--- config.mk ---
export PLATFORM = sky130hd
export DESIGN_NAME = camera_sync
export DESIGN_NICKNAME = d
export VERILOG_FILES = /design/src/rtl/camera_pkg.sv /design/src/rtl/edge_detect.sv /design/src/rtl/camera_sync.sv
export SDC_FILE = /design/constraint.sdc
export NUM_CORES = 1
export LEC_CHECK = 0
export ABC_AREA = 1
export CORE_ASPECT_RATIO = 0.6
export CORE_MARGIN = 2
export CORE_UTILIZATION = 50
export CTS_CLUSTER_SIZE = 16
export DETAILED_ROUTE_END_ITERATION = 7
export GPL_TIMING_DRIVEN = 0
export PLACE_DENSITY = 0.75
export SLEW_MARGIN = 25
export SYNTH_ARGS = -nofsm -noshare
export SYNTH_HDL_FRONTEND = slang
export SYNTH_SLANG_ARGS = --single-unit
--- constraint.sdc ---
create_clock -name CLK -period 3 [get_ports CLK]
set_clock_uncertainty 0.15 [all_clocks]
set_input_delay 0.6 -clock CLK [delete_from_list [all_inputs] [get_ports CLK]]
set_output_delay 0.6 -clock CLK [all_outputs]
set_load 0.01 [all_outputs]
--- src/rtl/camera_pkg.sv ---
// camera_pkg: shared definitions for the camera_sync block.
//   H_DEFAULT / V_DEFAULT : default active pixels per line / lines per frame
//   cam_state_t           : frame-tracking FSM states
//   idx_w(n)              : bits needed for an index 0..n-1
//   cnt_w(n)              : bits needed for a count 0..n (room for a saturation marker)
package camera_pkg;

    localparam int unsigned H_DEFAULT = 752;
    localparam int unsigned V_DEFAULT = 480;

    typedef enum logic [1:0] {
        ST_SYNC,
        ST_IDLE,
        ST_FRAME,
        ST_LINE
    } cam_state_t;

    function automatic int unsigned idx_w(input int unsigned n);
        return (n > 1) ? $clog2(n) : 1;
    endfunction

    function automatic int unsigned cnt_w(input int unsigned n);
        return $clog2(n + 1);
    endfunction

endpackage

--- src/rtl/edge_detect.sv ---
// edge_detect: one-cycle rise/fall pulses from an already-registered level.
//   i_clk   : clock
//   i_rst_n : asynchronous active-low reset
//   i_level : registered level to watch
//   o_rise  : high for one cycle when i_level goes 0->1
//   o_fall  : high for one cycle when i_level goes 1->0
module edge_detect (
    input  logic i_clk,
    input  logic i_rst_n,
    input  logic i_level,
    output logic o_rise,
    output logic o_fall
);

    logic r_prev;

    always_ff @(posedge i_clk or negedge i_rst_n) begin
        if (!i_rst_n) begin
            r_prev <= 1'b0;
        end else begin
            r_prev <= i_level;
        end
    end

    assign o_rise = i_level & ~r_prev;
    assign o_fall = ~i_level & r_prev;

endmodule

--- src/rtl/camera_sync.sv ---
// camera_sync: aligns a parallel image-sensor stream to frame/line/column
// coordinates, with 2-cycle pin-to-output latency and sticky geometry errors.
//   CLK, RST_N            : pixel clock, asynchronous active-low reset
//   FRAME_VALID, LINE_VALID, PIX_IN : sensor pins
//   CLEAR_ERR             : one-cycle pulse clearing both error flags
//   VALID_DATA, DATA_OUT  : in-range active pixel and its value
//   CURRENT_COLUMN/LINE   : coordinates of DATA_OUT, held when not valid
//   FRAME_START, LINE_END, FRAME_END : one-cycle event pulses
//   FRAME_COUNT           : completed frames (wrapping)
//   LINE_LEN_ERR, LINE_CNT_ERR : sticky line-length / line-count errors
module camera_sync
    import camera_pkg::*;
#(
    parameter int unsigned H = H_DEFAULT,
    parameter int unsigned V = V_DEFAULT
) (
    input  logic                CLK,
    input  logic                RST_N,
    input  logic                FRAME_VALID,
    input  logic                LINE_VALID,
    input  logic [7:0]          PIX_IN,
    input  logic                CLEAR_ERR,
    output logic                VALID_DATA,
    output logic [7:0]          DATA_OUT,
    output logic [idx_w(H)-1:0] CURRENT_COLUMN,
    output logic [idx_w(V)-1:0] CURRENT_LINE,
    output logic                FRAME_START,
    output logic                LINE_END,
    output logic                FRAME_END,
    output logic [15:0]         FRAME_COUNT,
    output logic                LINE_LEN_ERR,
    output logic                LINE_CNT_ERR
);

    localparam int unsigned CW  = cnt_w(H);
    localparam int unsigned LW  = cnt_w(V);
    localparam int unsigned CIW = idx_w(H);
    localparam int unsigned LIW = idx_w(V);

    localparam logic [CW-1:0] COL_SAT  = CW'(H);
    localparam logic [CW-1:0] COL_LAST = CW'(H - 1);
    localparam logic [LW-1:0] LINE_SAT = LW'(V);

    logic            r_fv_q;
    logic            r_lv_q;
    logic [7:0]      r_pix_q;
    cam_state_t      r_state;
    logic [CW-1:0]   r_col;        // index of the last accepted pixel; H = overflow
    logic [LW-1:0]   r_line;       // completed lines this frame; saturates at V
    logic            r_extra_line; // a line completed while r_line was already V
    logic            r_valid;
    logic [7:0]      r_data;
    logic [CIW-1:0]  r_cur_col;
    logic [LIW-1:0]  r_cur_line;
    logic            r_frame_start;
    logic            r_line_end;
    logic            r_frame_end;
    logic [15:0]     r_frame_count;
    logic            r_len_err;
    logic            r_cnt_err;

    logic            w_fv_rise;
    logic            w_fv_fall;
    logic            w_lv_rise;
    logic            w_lv_fall;
    logic [CW-1:0]   w_col_idx;
    logic [LW-1:0]   w_line_inc;
    logic            w_accept;
    logic            w_pix_ok;

    // r_fv_q resets high so SYNC waits for a genuinely sampled low level;
    // otherwise a release mid-frame would look like a fresh frame start.
    always_ff @(posedge CLK or negedge RST_N) begin
        if (!RST_N) begin
            r_fv_q  <= 1'b1;
            r_lv_q  <= 1'b0;
            r_pix_q <= '0;
        end else begin
            r_fv_q  <= FRAME_VALID;
            r_lv_q  <= LINE_VALID;
            r_pix_q <= PIX_IN;
        end
    end

    edge_detect u_fv_edge (
        .i_clk   (CLK),
        .i_rst_n (RST_N),
        .i_level (r_fv_q),
        .o_rise  (w_fv_rise),
        .o_fall  (w_fv_fall)
    );

    edge_detect u_lv_edge (
        .i_clk   (CLK),
        .i_rst_n (RST_N),
        .i_level (r_lv_q),
        .o_rise  (w_lv_rise),
        .o_fall  (w_lv_fall)
    );

    // A line is entered on the LINE_VALID rising edge, so a line already in
    // progress when the frame opens is treated as partial and skipped.
    always_comb begin
        w_col_idx = '0;
        if (r_state == ST_LINE) begin
            w_col_idx = (r_col == COL_SAT) ? COL_SAT : r_col + CW'(1);
        end
        w_line_inc = (r_line == LINE_SAT) ? LINE_SAT : r_line + LW'(1);
        w_accept   = !w_fv_fall &&
                     (((r_state == ST_FRAME) && w_lv_rise) ||
                      ((r_state == ST_LINE) && r_lv_q));
        w_pix_ok   = (w_col_idx != COL_SAT) && (r_line != LINE_SAT);
    end

    always_ff @(posedge CLK or negedge RST_N) begin
        if (!RST_N) begin
            r_state       <= ST_SYNC;
            r_col         <= '0;
            r_line        <= '0;
            r_extra_line  <= 1'b0;
            r_valid       <= 1'b0;
            r_data        <= '0;
            r_cur_col     <= '0;
            r_cur_line    <= '0;
            r_frame_start <= 1'b0;
            r_line_end    <= 1'b0;
            r_frame_end   <= 1'b0;
            r_frame_count <= '0;
            r_len_err     <= 1'b0;
            r_cnt_err     <= 1'b0;
        end else begin
            r_valid       <= 1'b0;
            r_frame_start <= 1'b0;
            r_line_end    <= 1'b0;
            r_frame_end   <= 1'b0;

            // Error sets below are later in the block, so they win over a clear.
            if (CLEAR_ERR) begin
                r_len_err <= 1'b0;
                r_cnt_err <= 1'b0;
            end

            if (w_accept) begin
                r_col <= w_col_idx;
                if (w_pix_ok) begin
                    r_valid    <= 1'b1;
                    r_data     <= r_pix_q;
                    r_cur_col  <= w_col_idx[CIW-1:0];
                    r_cur_line <= r_line[LIW-1:0];
                end
            end

            case (r_state)
                ST_SYNC: begin
                    if (!r_fv_q) r_state <= ST_IDLE;
                end
                ST_IDLE: begin
                    if (w_fv_rise) begin
                        r_state       <= ST_FRAME;
                        r_frame_start <= 1'b1;
                        r_line        <= '0;
                        r_extra_line  <= 1'b0;
                        r_col         <= '0;
                    end
                end
                ST_FRAME: begin
                    if (w_fv_fall) begin
                        r_state       <= ST_IDLE;
                        r_frame_end   <= 1'b1;
                        r_frame_count <= r_frame_count + 16'd1;
                        if ((r_line != LINE_SAT) || r_extra_line) r_cnt_err <= 1'b1;
                    end else if (w_lv_rise) begin
                        r_state <= ST_LINE;
                    end
                end
                ST_LINE: begin
                    if (w_fv_fall || !r_lv_q) begin
                        r_line_end <= 1'b1;
                        r_line     <= w_line_inc;
                        if (r_col != COL_LAST) r_len_err <= 1'b1;
                        if (w_fv_fall) begin
                            r_state       <= ST_IDLE;
                            r_frame_end   <= 1'b1;
                            r_frame_count <= r_frame_count + 16'd1;
                            if ((w_line_inc != LINE_SAT) || r_extra_line ||
                                (r_line == LINE_SAT)) r_cnt_err <= 1'b1;
                        end else begin
                            r_state <= ST_FRAME;
                            if (r_line == LINE_SAT) r_extra_line <= 1'b1;
                        end
                    end
                end
                default: r_state <= ST_SYNC;
            endcase
        end
    end

    assign VALID_DATA     = r_valid;
    assign DATA_OUT       = r_data;
    assign CURRENT_COLUMN = r_cur_col;
    assign CURRENT_LINE   = r_cur_line;
    assign FRAME_START    = r_frame_start;
    assign LINE_END       = r_line_end;
    assign FRAME_END      = r_frame_end;
    assign FRAME_COUNT    = r_frame_count;
    assign LINE_LEN_ERR   = r_len_err;
    assign LINE_CNT_ERR   = r_cnt_err;

endmodule
## Word level (Yosys, flattened, before mapping)

Cells that the tools add are included.
W data, S select, Z words.

- $add $sub $neg: 3
- Equal/unequal tests: 15
- Muxes and demuxes: 44
- Bitwise logic cells: 6
- Reduce and logical (&&, ||, !) cells: 19

Operator list:

| operator | count |
|---|---|
| $mux W10 | 5 |
| $mux W16 | 2 |
| $pmux W16 S2 | 1 |
| $mux W9 | 3 |
| $mux W1 | 22 |
| $ne A10 B10 Y1 const B | 2 |
| $ne A9 B9 Y1 const B | 2 |
| $pmux W9 S2 | 1 |
| $add A16 B1 Y16 const B | 1 |
| $mux W2 | 6 |
| $add A10 B1 Y10 const B | 1 |
| $eq A10 B10 Y1 const B | 1 |
| $add A9 B1 Y9 const B | 1 |
| $eq A9 B9 Y1 const B | 1 |
| $pmux W2 S4 | 1 |
| $ne A2 B1 Y1 const B | 3 |
| $pmux W1 S2 | 3 |
| $logic_or A1 B1 Y1 | 5 |
| $reduce_and A5 Y1 | 1 |
| $eq A2 B2 Y1 const B | 2 |
| $logic_and A1 B1 Y1 | 4 |
| $ne A2 B2 Y1 const B | 2 |
| $reduce_and A2 Y1 | 2 |
| $reduce_and A4 Y1 | 1 |
| 8 further kinds | 14 |

- Register bits: 83
- Bits of input ports: 13
- Output and inout port bits: 49
- Word-level logic and storage cells: 106

## Depth between registers and ports, before layout

- Depth after elaboration: 9
- Gate-level depth with buffers: 14
- Depth with buffers taken out: 13

## By module

A second synthesis with hierarchy kept.

- Cells, all modules: 433
- Area total of the unflattened synthesis: 3747.3 um2

Modules (own cells, without submodules):

| module | instances | cells each | area an instance (um2) | sequential area each (um2) |
|---|---|---|---|---|
| camera_sync | 1 | 423 | 3667.3 | 2028.2 |
| edge_detect | 2 | 5 | 40.0 | 25.0 |

## Worst setup path after synthesis

Ideal clock, no wire load.

- Kind: flip-flop to flip-flop
- Start point: reg r_col[0]
- End point: reg r_cur_col[9] (netlist: CURRENT_COLUMN[9])
- Setup time: 0.117 ns
- Arrival: 1.717 ns
- Required time: 2.733 ns
- Path slack: 1.016 ns
- Cell stages (with the launch flop): 13
- Path buffers: 1
- Period minus slack after synthesis: 1.984 ns
- Cell sequence: dfrtp_1 > ha_1 > nand3_2 > clkinv_1 > nand2_1 > nand3_1 > inv_1 > nand3_1 > nor2_2 > nand3_4 > buf_2 > nand3_1 > nand2_1

- Word-level cells in the longest chain between the ends: 6
- Elaborated cells between the ends (all ways): 7
- Those cells by class: add/sub (1); eq/ne (2); mux (2); reduce/logical (2)

RTL lines:

| element | RTL line | text |
|---|---|---|
| from (decl) | camera_sync.sv:48 | `logic [CW-1:0] r_col;` |
| from (signal assigned) | camera_sync.sv:144 | `r_col <= w_col_idx;` |
| $add A10 B1 Y10 or $eq A10 B10 Y1 (tied branches) | camera_sync.sv:106 | `w_col_idx = (r_col == COL_SAT) ? COL_SAT : r_col + CW'(1);` |
| $mux W10 * | camera_sync.sv:106 |  |
| $mux W10 * | camera_sync.sv:105 | `if (r_state == ST_LINE) begin` |
| $ne A10 B10 Y1 | camera_sync.sv:112 | `w_pix_ok = (w_col_idx != COL_SAT) && (r_line != LINE_SAT);` |
| $logic_and A1 B1 Y1 | camera_sync.sv:112 |  |
| $reduce_and A2 Y1 (no source line) | n/a |  |
| to (signal assigned) | camera_sync.sv:148 | `r_cur_col <= w_col_idx[CIW-1:0];` |
| to (decl) | camera_sync.sv:53 | `logic [CIW-1:0] r_cur_col;` |

Mark *: on every way between the ends. The rest lies on a longest branch, timed or not.
A chain may end at the register's enable or synchronous reset.

## Worst setup path after layout

- Start point: reg r_col[0]
- End point: reg r_cur_col[1] (netlist: CURRENT_COLUMN[1])

Same word-level chain as after synthesis.

==> key figures <==
Outcome
  – Outcome: complete, no violations

Routing
  – Routed Antenna Nets: 0
  – Per-cell routed wire length: 14.4 um
  – DR DRC count: 0
  – DR pass1 iterations: 5
  – DR iter-0 viols: 293
  – DR vias/cell: 5.15
  – Via Count: 3262
  – Final WL: 9090 um

Die
  – Initial core utilization: 52.4%
  – Chip width: 117 um
  – Row cnt: 24
  – Core Region: 7360 um^2
  – Height of the die: 72.0 um
  – Die area: 8460 um^2
  – Top-level I/O count: 62

Setup path
  – R2R depth: 12
  – Reg-to-reg critical path endpoint: CURRENT_COLUMN[1]
  – Delay-heaviest family, CP: simple AND/OR/NAND/NOR gates
  – WP data arrival: 2.45 ns
  – Critical path fanouts, max: 10
  – Cell mode on critical path: nand2_1
  – CP max stage cell: dfrtp_1
  – Worst setup SP type: flop
  – CP Class: flop to flop
  – Setup crit end kind: flop
  – Flop2flop setup slack: 0.63 ns
  – Worst path cell trace: ha_1 -> nand3_2 -> clkinv_1 -> nand3_1 -> nand2_1 -> nor2_1 -> nor2_2 -> nand3_4 -> nand2_4 -> buf_6 -> nand2_1 -> nand2_1
  – RR Startpoint: r_col[0]
  – Max incr delay on CP: 0.45 ns
  – Critical path buffer and inverter count: 2
  – Worst Path Required: 3.07 ns

GRT
  – GRT overflow: 0
  – GRT Util Overall: 23.2%
  – Initial antenna violation count: 0
  – Vias in the first global route: 3101
  – Global-route wire length before repair: 15400 um
  – Pin count of the biggest net entering global routing: 51

Power
  – VDD IR max: 0.000443 V
  – Total leakage power: 0.00247 uW
  – P per Cell Area: 921 nW/um^2
  – Total power: 4580 uW

Synthesis
  – Post-Synth XOR/XNOR Area: 3.86%
  – Number of flops mapped to enable cells by yosys: 0
  – Synthesized area per cell: 8.56 um^2
  – Simple-gate share of the synthesized area: 28.3%
  – Largest family of logic cells by synthesized area: simple AND/OR/NAND/NOR gates
  – Register area share after synthesis: 53.9%
  – Mapped Cells: 451
  – Post-synthesis mux area share: 0%
  – Fraction of registers with async set/reset: 100%
  – Post-Synth Adder-Cell Area: 1.62%
  – Yosys reg bits: 83
  – Synthesized area: 3860 um^2
  – Number of synthesis warnings: 0
  – Predominant post-synthesis flop cell: dfrtp_1
  – Yosys cell types: 32
  – Synth Net Count: 469
  – Synth Area in Compound Gates: 5.35%

Clock tree
  – Skew-Pair Late Insertion Delay: 0.34 ns
  – Root Buffer: clkbuf_16
  – Setup repair bufs after CTS: 0
  – # hold bufs at CTS: 0
  – TritonCTS clock tree: yes
  – CTS buffer count: 9
  – Clk pin slew, worst setup/hold paths: 0.06 ns
  – Clock tree buffer depth: 2
  – CTS H-Tree Depth: 3
  – Clock sinks: 83
  – Post-CTS Resized: 0

Timing
  – RSZ-0062 raised after global routing: false
  – Final period util: 79.1%
  – Post-route minimum period: 2.37 ns
  – Final Hold Slack: 0.0639 ns
  – Max-slew headroom: 64.8%
  – Tightest Pin Transition: 0.528 ns
  – F_max: 422 MHz
  – Endpoints failing hold: 0
  – Finish-stage setup viols: 0
  – Fin. max-slew vios: 0

Layout
  – Register area: 2080 um^2
  – Area delta synth->final: 29.0%
  – ANT cells: 0
  – Share of cells above drive strength 1: 7.37%
  – Fin util: 67.6%
  – Final net count: 542
  – Layout fillers: 591
  – Area of the multi-input gates: 1510 um^2

Placed design
  – Gpl congestion: 0.924
  – Port Buffer Count: 61
  – Final HPWL DP: 6480 um

Job
  – Max Cap Viol: 0

Worst hold path
  – Hold Path Class: input port to asynchronous set/reset pin
[sequential cells by signal (all words and copies together), names as in the netlist]
register	count
r_line	9
VALID_DATA	1
FRAME_START	1
r_lv_q	1
r_extra_line	1
LINE_END	1
FRAME_END	1
CURRENT_LINE	9
LINE_CNT_ERR	1
r_state	2
CURRENT_COLUMN	10
DATA_OUT	8
u_fv_edge.r_prev	1
u_lv_edge.r_prev	1
r_fv_q	1
LINE_LEN_ERR	1
r_pix_q	8
r_col	10
FRAME_COUNT	16
[cell usage after synthesis, types with 2 or more instances]
cell | count | share of area (%)
nand3_2 | 3 | 0.78
nor3_1 | 5 | 0.65
inv_1 | 54 | 5.3
o22ai_1 | 3 | 0.49
xnor2_1 | 5 | 1.1
clkbuf_1 | 5 | 0.49
dfrtp_1 | 82 | 53
inv_2 | 2 | 0.19
a21oi_1 | 12 | 1.6
nor2_2 | 3 | 0.49
buf_2 | 3 | 0.39
buf_6 | 2 | 0.58
nor2_4 | 2 | 0.58
xor2_1 | 12 | 2.7
o21ai_0 | 18 | 2.3
nand2_1 | 135 | 13
nand4_1 | 11 | 1.8
ha_1 | 5 | 1.6
nor2_1 | 26 | 2.5
nand3_1 | 50 | 6.5
nor3_2 | 2 | 0.52
[stage by stage]
stage	instance area, um^2	TNS (ns)	instances	setup WS [ns]
after floorplan	3860	0	451	1.02
after global placement	4600	-146.38	616	-1.78
after detailed placement	4620	0	617	0.694
after CTS	4980	0	633	0.664
after global routing	4980	0	633	0.418
final	4980	0	633	0.628
[worst max path at each step]
stage	cells past startpoint	startpoint	slack, ns	to
2_1_floorplan	12	r_col[0]	1.02	CURRENT_COLUMN[9]
3_3_place_gp	1	RST_N	-1.78	r_pix_q[5]
3_5_place_dp	12	r_col[0]	0.69	CURRENT_COLUMN[5]
4_1_cts	12	r_col[0]	0.66	CURRENT_COLUMN[1]
5_1_grt	11	r_col[0]	0.42	CURRENT_COLUMN[9]
6_report	12	r_col[0]	0.63	CURRENT_COLUMN[1]
[cells by family (layout without fill, tap and decap cells)]
kind of cell	Yosys count	after routing
buf+inv	67	145
fa+ha+maj	5	5
compound gates	38	38
simple gates	241	241
xor+xnor	17	17
flops	83	83
[per-layer routing]
metal | GRT usage (%) | part of all wire, % | up-vias | wire length [um]
li1 | - | - | 1595 | -
met1 | 34.9 | 51 | 1534 | 4660
met2 | 33.1 | 40 | 122 | 3660
met3 | 7.70 | 7.5 | 11 | 686
met4 | 4.82 | 0.89 | 0 | 81
met5 | 0 | 0 | - | 0
[placed cells by master, fill, tap and decap left out, types with 3 or more instances in the layout]
master and count:
clkbuf_16 9, clkbuf_1 5, dfrtp_1 82, nand2_1 135, bufinv_16 3, ha_1 5, nand3_2 3, buf_2 3
nand3_1 50, inv_1 54, o22ai_1 3, clkdlybuf4s50_1 60, nor2_1 26, xnor2_1 5, nor3_1 5, a21oi_1 12
xor2_1 12, nor2_2 3, o21ai_0 18, nand4_1 11
[power by group]
| part | internal [uW] | leakage, uW | switching [uW] |
|---|---|---|---|
| Sequential | 1420 | 0.00107 | 294 |
| Clock | 837 | 0.000173 | 449 |
| Combinational | 667 | 0.00123 | 920 |
| Total | 2920 | 0.00247 | 1660 |
[area by class of cell]
| type | count | area share (%) |
|---|---|---|
| flip-flops and latches | 83 | 41.8 |
| multi-input cells | 301 | 30.3 |
| repair buffers | 62 | 12.8 |
| clock buffers | 10 | 4.80 |
| inverters | 57 | 4.30 |
| well taps | 104 | 2.62 |
| clock inverters | 6 | 2.26 |
| plain buffers | 10 | 1.13 |
Power figures use the tool's default switching activity.
